===== config.mk =====
export PLATFORM = sky130hd
export DESIGN_NAME = note_highway
export DESIGN_NICKNAME = d
export VERILOG_FILES = /design/src/rtl/note_highway.sv
export SDC_FILE = /design/constraint.sdc
export NUM_CORES = 1
export LEC_CHECK = 0
export BUFFER_PORTS_ARGS = -buffer_cell sky130_fd_sc_hd__buf_4
export CAP_MARGIN = 40
export CORE_MARGIN = 10
export CORE_UTILIZATION = 45
export CTS_CLUSTER_SIZE = 14
export DETAILED_ROUTE_END_ITERATION = 16
export PLACE_DENSITY = 0.83
export SYNTH_ARGS = -nofsm -noshare
export SYNTH_HDL_FRONTEND = slang
export SYNTH_SLANG_ARGS = --single-unit

===== constraint.sdc =====
create_clock -name clock -period 3.05 [get_ports clock]
set_input_delay 0.4575 -clock clock [delete_from_list [all_inputs] [get_ports clock]]
set_output_delay 0.4575 -clock clock [all_outputs]
set_load 0.1 [all_outputs]

===== src/rtl/note_highway.sv =====
// rtl/note_highway.sv - note-row queue and scrolling highway driving the strike-line intersections
module note_highway #(
    parameter int          DEPTH      = 16,
    parameter int          FIFO_DEPTH = 8,
    parameter logic [11:0] NOTE_ADDR  = 12'hF00,
    parameter logic [11:0] CLEAR_ADDR = 12'hF01
) (
    input  logic                          clock,
    input  logic                          reset,
    input  logic                          gameclk,
    input  logic                          wren,
    input  logic [11:0]                   address_dmem,
    input  logic [31:0]                   data,
    output logic [3:0]                    intersections,
    output logic [4*DEPTH-1:0]            highway,
    output logic                          tick,
    output logic [$clog2(FIFO_DEPTH):0]   fifo_count,
    output logic                          fifo_full,
    output logic                          overflow
);

    localparam int             PW         = $clog2(FIFO_DEPTH);
    localparam logic [PW:0]    FULL_COUNT = FIFO_DEPTH[PW:0];
    localparam logic [PW:0]    COUNT_ONE  = 1;
    localparam logic [PW-1:0]  PTR_ONE    = 1;

    logic          sync1, sync2, prev;
    logic [3:0]    rows [DEPTH];
    logic [3:0]    fifo_mem [FIFO_DEPTH];
    logic [PW-1:0] wr_ptr, rd_ptr;
    logic          push_req, clear_req, pop, push_ok;

    // Only the low nibble of the write data carries lane bits.
    logic          unused_data;
    assign unused_data = ^data[31:4];

    assign push_req  = wren && (address_dmem == NOTE_ADDR);
    assign clear_req = wren && (address_dmem == CLEAR_ADDR);
    assign tick      = sync2 & ~prev;
    assign pop       = tick && (fifo_count != '0);
    // A full queue still accepts a row when the same cycle's tick frees a slot.
    assign push_ok   = push_req && ((fifo_count != FULL_COUNT) || pop);
    assign fifo_full = (fifo_count == FULL_COUNT);
    assign intersections = rows[0];

    for (genvar k = 0; k < DEPTH; k++) begin : g_pack
        assign highway[4*k +: 4] = rows[k];
    end

    // Bring gameclk into the clock domain and remember the last level for edge detection.
    always_ff @(posedge clock) begin
        if (reset) begin
            sync1 <= 1'b0;
            sync2 <= 1'b0;
            prev  <= 1'b0;
        end else begin
            sync1 <= gameclk;
            sync2 <= sync1;
            prev  <= sync2;
        end
    end

    // Queue storage; stale entries past the pointers are never read.
    always_ff @(posedge clock) begin
        if (push_ok) begin
            fifo_mem[wr_ptr] <= data[3:0];
        end
    end

    // Queue pointers, occupancy and the sticky dropped-row flag.
    always_ff @(posedge clock) begin
        if (reset || clear_req) begin
            wr_ptr     <= '0;
            rd_ptr     <= '0;
            fifo_count <= '0;
            overflow   <= 1'b0;
        end else begin
            if (push_ok) begin
                wr_ptr <= wr_ptr + PTR_ONE;
            end
            if (pop) begin
                rd_ptr <= rd_ptr + PTR_ONE;
            end
            if (push_ok && !pop) begin
                fifo_count <= fifo_count + COUNT_ONE;
            end else if (pop && !push_ok) begin
                fifo_count <= fifo_count - COUNT_ONE;
            end
            if (push_req && !push_ok) begin
                overflow <= 1'b1;
            end
        end
    end

    // Scroll the highway one row toward the strike line on each tick, feeding the top from the queue.
    always_ff @(posedge clock) begin
        if (reset || clear_req) begin
            for (int k = 0; k < DEPTH; k++) begin
                rows[k] <= 4'b0000;
            end
        end else if (tick) begin
            for (int k = 0; k < DEPTH - 1; k++) begin
                rows[k] <= rows[k+1];
            end
            rows[DEPTH-1] <= pop ? fifo_mem[rd_ptr] : 4'b0000;
        end
    end

endmodule


# ---- After elaboration in Yosys (flattened, before gate mapping)
# Memories as Yosys holds them, arrays and structs flattened. A register that Yosys moved wholly into a read port is not among the register bits.
# Index checks and enable logic that the tools add are counted.
dict set report totals {
  ff_bits 14
  mem_bits_rw 96
  input_bits 48
  output_inout_bits 75
  word_cells 76
  n_memories 2
}
dict set report op_classes {
  n_addsub 4
  eq_ne 4
  n_mux 28
  bitwise_logic 18
  reduce_logical 13
}
# name words width rd rd_clocked_by_memory_dff wr line
set mem_list {}
lappend mem_list {rows 16 4 16 0 16 28} ;# logic [3:0] rows [DEPTH];
lappend mem_list {fifo_mem 8 4 1 1 1 29} ;# logic [3:0] fifo_mem [FIFO_DEPTH];
# cell count
set op_table {}
lappend op_table {{4-bit two-way mux} 19}
lappend op_table {{12-bit == test, second input constant} 2}
lappend op_table {{1-bit bitwise OR} 16}
lappend op_table {{1-bit logical AND} 7}
lappend op_table {{1-bit two-way mux} 7}
lappend op_table {{3-bit by 1-bit adder with 3-bit output, second input constant} 2}
lappend op_table {{3-bit two-way mux} 2}
lappend op_table {{4-bit by 1-bit adder with 4-bit output, second input constant} 1}
lappend op_table {{4-bit == test, second input constant} 1}
lappend op_table {{4-bit inequality test, second input constant} 1}
lappend op_table {{4-bit nonzero test} 1}
lappend op_table {{4-bit by 1-bit subtractor with 4-bit output, second input constant} 1}
lappend op_table {{1-bit logical NOT} 2}
lappend op_table {{1-bit logical OR} 2}
lappend op_table {{2-bit nonzero test} 1}
lappend op_table {{1-bit bitwise AND} 1}
lappend op_table {{1-bit inverter} 1}

# ---- Logic depth before layout (Yosys ltp)
dict set report logic_depth {
  ltp_word 9
  depth_mapped 12
  ltp_nobuf 11
}

# ---- Worst setup path before layout
# OpenSTA, ideal clock, no wires.
dict set report synth_path {
  kind {register to register}
  from {register fifo_count[3]}
  to {register fifo_count[3]}
  setup_time_ns 0.070
  arrival_time_ns 6.322
  t_required_ns 2.980
  setup_slack_ns -3.342
  stages_incl_launch_ff 12
  n_path_buf 0
  synth_period_minus_slack_ns 6.392
  cell_sequence {dfxtp_1 > nor4b_1 > a21oi_1 > nand2_1 > inv_1 > ha_1 > inv_1 > ha_1 > nand3_1 > a211o_1 > a21o_1 > a21oi_1}
}
dict set report synth_between {
  elab_chain_len 7
}
# item line
set synth_lines {}
lappend synth_lines {{from (decl)} 17} ;# output logic [$clog2(FIFO_DEPTH):0] fifo_count,
lappend synth_lines {{from (signal assigned)} 85} ;# fifo_count <= fifo_count + COUNT_ONE;
lappend synth_lines {{from (signal assigned)} 87} ;# fifo_count <= fifo_count - COUNT_ONE;
lappend synth_lines {{4-bit nonzero test} 40} ;# assign pop = tick && (fifo_count != '0);
lappend synth_lines {{1-bit logical AND} 40}
lappend synth_lines {{1-bit logical OR (*)} 42} ;# assign push_ok = push_req && ((fifo_count != FULL_COUNT) || pop);
lappend synth_lines {{1-bit logical AND (*)} 42}
lappend synth_lines {{via push_ok} 31} ;# logic push_req, clear_req, pop, push_ok;
lappend synth_lines {{1-bit logical NOT} 86} ;# end else if (pop && !push_ok) begin
lappend synth_lines {{1-bit logical AND} 86}
lappend synth_lines {{2-bit nonzero test (no source line)} --}
# Mark *: on every way through the listed nets, which the timed path passes. The rest lies on a longest branch. The select of a mux whose other input is x is not followed.
# A chain may end at the register's enable or synchronous reset.

# ---- Worst setup path in the final report
dict set report layout_path {
  from {register fifo_count[0]}
  to {register fifo_count[3]}
}
dict set report layout_between {
  elab_chain_len 7
}
# item
set layout_lines {}
lappend layout_lines {{parallel branches: the longest is 7 deep, another holds 4-bit by 1-bit subtractor with 4-bit output}}
# Several ways; the timed one is not identified. The select of a mux whose other input is x is not followed.

==> results.yml <==
global_route:
  grt_pass1_vias: 2751
  antenna_found_initial: 0
  grt_start_max_net_pins: 65
  top_usage_layer: "met2"
  grt_pass1_wl_um: 15000
  grt.total_usage_pct: 13.2
  grtUsageMet3_pct: 5.63
  grtUsageMet2_pct: 20.7
  grt_util_met1_pct: 16.1
  grt_overflow: 0
floorplan:
  pin_count: 123
  dieArea_um2: 14300
  die_w_um: 120
  coreArea_um2: 9730
  die_h_um: 120
  start_util_pct: 46.0
  fp-row-count: 36
power_and_ir_drop:
  ir_worst_vdd_v: 0.000406
  leakagePower_nw: 2.35
  pwr_density_cell_nw_per_um2: 730
yosys:
  avgSynthCellArea_um2: 15.9
  syn_inst: 282
  async_flop_share_pct: 0
  yosys.area.top_type: "edfxtp_1"
  yosys_warnings: 0
  synth_edf_count: 96
  ys_seq_area_share_pct: 72.0
  synth_area_leaders: "edfxtp_1 (64%), dfxtp_1 (7.6%), and2_1 (7.4%)"
  synthFlopType: "edfxtp_1"
  syn-num-nets: 336
  synth-seq-cells: 113
  yosysTopAreaCellShare_pct: 64.4
  synth_commonest_cells: "edfxtp_1 (96), and2_1 (53), dfxtp_1 (17), nor2_1 (12), a21oi_1 (9)"
  synth.most_common_cell: "edfxtp_1"
  yosysUniqueCellTypes: 38
  syn-cell-area_um2: 4480
sta:
  whs_ps: 183
  hold_viol: 0
  period_needed_ps: 2520
  fin_crit_sh_pct: 82.7
  worst-slew-pin-transition_ps: 701
  slew_viol_final: 0
  timing.setup.tns_ps: 0
  timing.fmax_mhz: 396
  relSlewSlack_pct: 52.9
  setup_viol: 0
  rsz0062_at_grt: "false"
  clock-skew-final_ps: 6.50
worst_setup_path:
  critPathKind: "reg2reg"
  regToRegStartpoint: "fifo_count[0]"
  cp-endpoint: "fifo_count[3]"
  endpoint_kind: "flip-flop"
  required_ps: 3470
  cp.depth: 9
  cpLargestDelayFamily: "simple AND/OR/NAND/NOR gates"
  reg2reg_slack_ps: 530
  cp-startpoint: "fifo_count[0]"
  critical_path.max_fanout: 7
  ff2ff_path_depth: 9
  reg2reg_to: "fifo_count[3]"
  crit_arrival_ps: 2950
  slowest_stage: "or4_1"
  cp_slowest_stage_delay_ps: 640
  worstPathCellList: "or4_1 > nand2_1 > ha_4 > inv_4 > ha_1 > nand3_2 > a211o_1 > a21o_1 > a21oi_1"
  startpoint_type: "flip-flop"
  crit_buf_inv: 1
clock_network:
  post-cts-setup-buffers: 0
  cts.htree.levels: 4
  clk_latency_ps: 500
  cts_sinks: 113
  cts_tree: "yes"
  ctsHoldBuffers: 0
  clk_pin_slew_ps: 60
  cts_root_buffer: "clkbuf_8"
  cts_buffers: 17
  cts-resized-gates: 0
  clock_path_buffers: 2
detailed_routing:
  route.detailed.wl_per_inst_um: 17.7
  ant_nets: 0
  vias_per_cell: 4.96
  route.detailed.drc: 0
  drtIter0Drc: 192
  drt-total-wl_um: 9400
  dr.pass1.iters: 4
  vias: 2629
placed_design:
  hpwlAfterDp_um: 6560
  port_buffers: 94
  gp_congestion: 0.761
cells_and_area:
  nets: 438
  area_growth_pct: 33.6
  drive_above_1_share_pct: 43.1
  antenna_cells: 0
  fillers: 723
min_path:
  hold_class: "in2reg"
  hp-start: "gameclk"
job:
  maxCapViolCount: 0
run_status:
  status: "finished clean"
## cell type report
type	count	area, um^2	area share [%]
clock buffers	17	414	6.92
clock inverters	15	206	3.45
inverters	4	17.5	0.293
multi-input cells	149	1180	19.8
flip-flops and latches	113	3240	54.1
well taps	133	166	2.78
repair buffers	99	756	12.6
## per-layer routing
layer,routed length [um],up-vias
li1,-,1239
met1,4000,1278
met2,4520,104
met3,802,8
met4,70,0
met5,0,-
## worst reg2reg max path, delay by kind of cell (launching register included)
family | cells | cell delay (ps)
AND/OR/NAND/NOR | 3 | 970
AO/OA/AOI/OAI | 3 | 610
adder cells (fa/ha/maj) | 2 | 460
flip-flops | 1 | 380
buffers and inverters | 1 | 50
## layout by cell type, fill, tap and decap left out, drive strengths merged, types with 4 or more instances in the layout
master / instances
clkinv: 6
mux4: 8
nor2: 12
edfxtp: 96
inv: 8
dfxtp: 17
and3: 5
bufinv: 4
a21oi: 9
clkbuf: 17
buf: 99
mux2: 4
nand2: 5
and2: 60
ha: 5
nor3: 4
nand3: 8
## how the worst min path moves through the flow
| stage | slack (ps) | end | cells past startpoint |
|---|---|---|---|
| detailed placement | 430 | sync2 | 1 |
| CTS | 160 | sync1 | 2 |
| global placement | 420 | sync2 | 1 |
| floorplan | 410 | sync2 | 1 |
| finish | 180 | sync1 | 2 |
| global route | 170 | sync2 | 2 |
## state kept, by name, summed over array words and instances (netlist names), named ones only
register    flops
rows           64
fifo_mem       32
fifo_count      4
rd_ptr          3
wr_ptr          3
overflow        1
prev            1
sync1           1
sync2           1
## through the flow
stage               area, um^2  cells  worst slack, ps  utilization, %  power (W)
floorplan                 4550    282             -132               -    0.00222
global placement          5360    498              514            55.1    0.00234
detailed placement        5360    498              458            55.1    0.00235
CTS                       5980    530              522            61.5    0.00441
global route              5980    530              354            61.5    0.00450
finish                    5980    530              526            61.5    0.00437
## kinds of logic after synthesis
logic type	share of synthesized area (%)
DFF	72.0
and+or+nand+nor	14.5
buffers and inverters	2.91
AOI/OAI and AO/OA	2.71
muxes	5.25
adders and majority gates	1.84
xor gates and xnor gates	0.782
## power by group
group / total (W) / switching [W] / internal [W]
Combinational: 0.000558 / 0.000459 / 0.0000985
Clock: 0.00205 / 0.000716 / 0.00134
Sequential: 0.00176 / 0.0000272 / 0.00173
(Power assumes the default switching activity.)
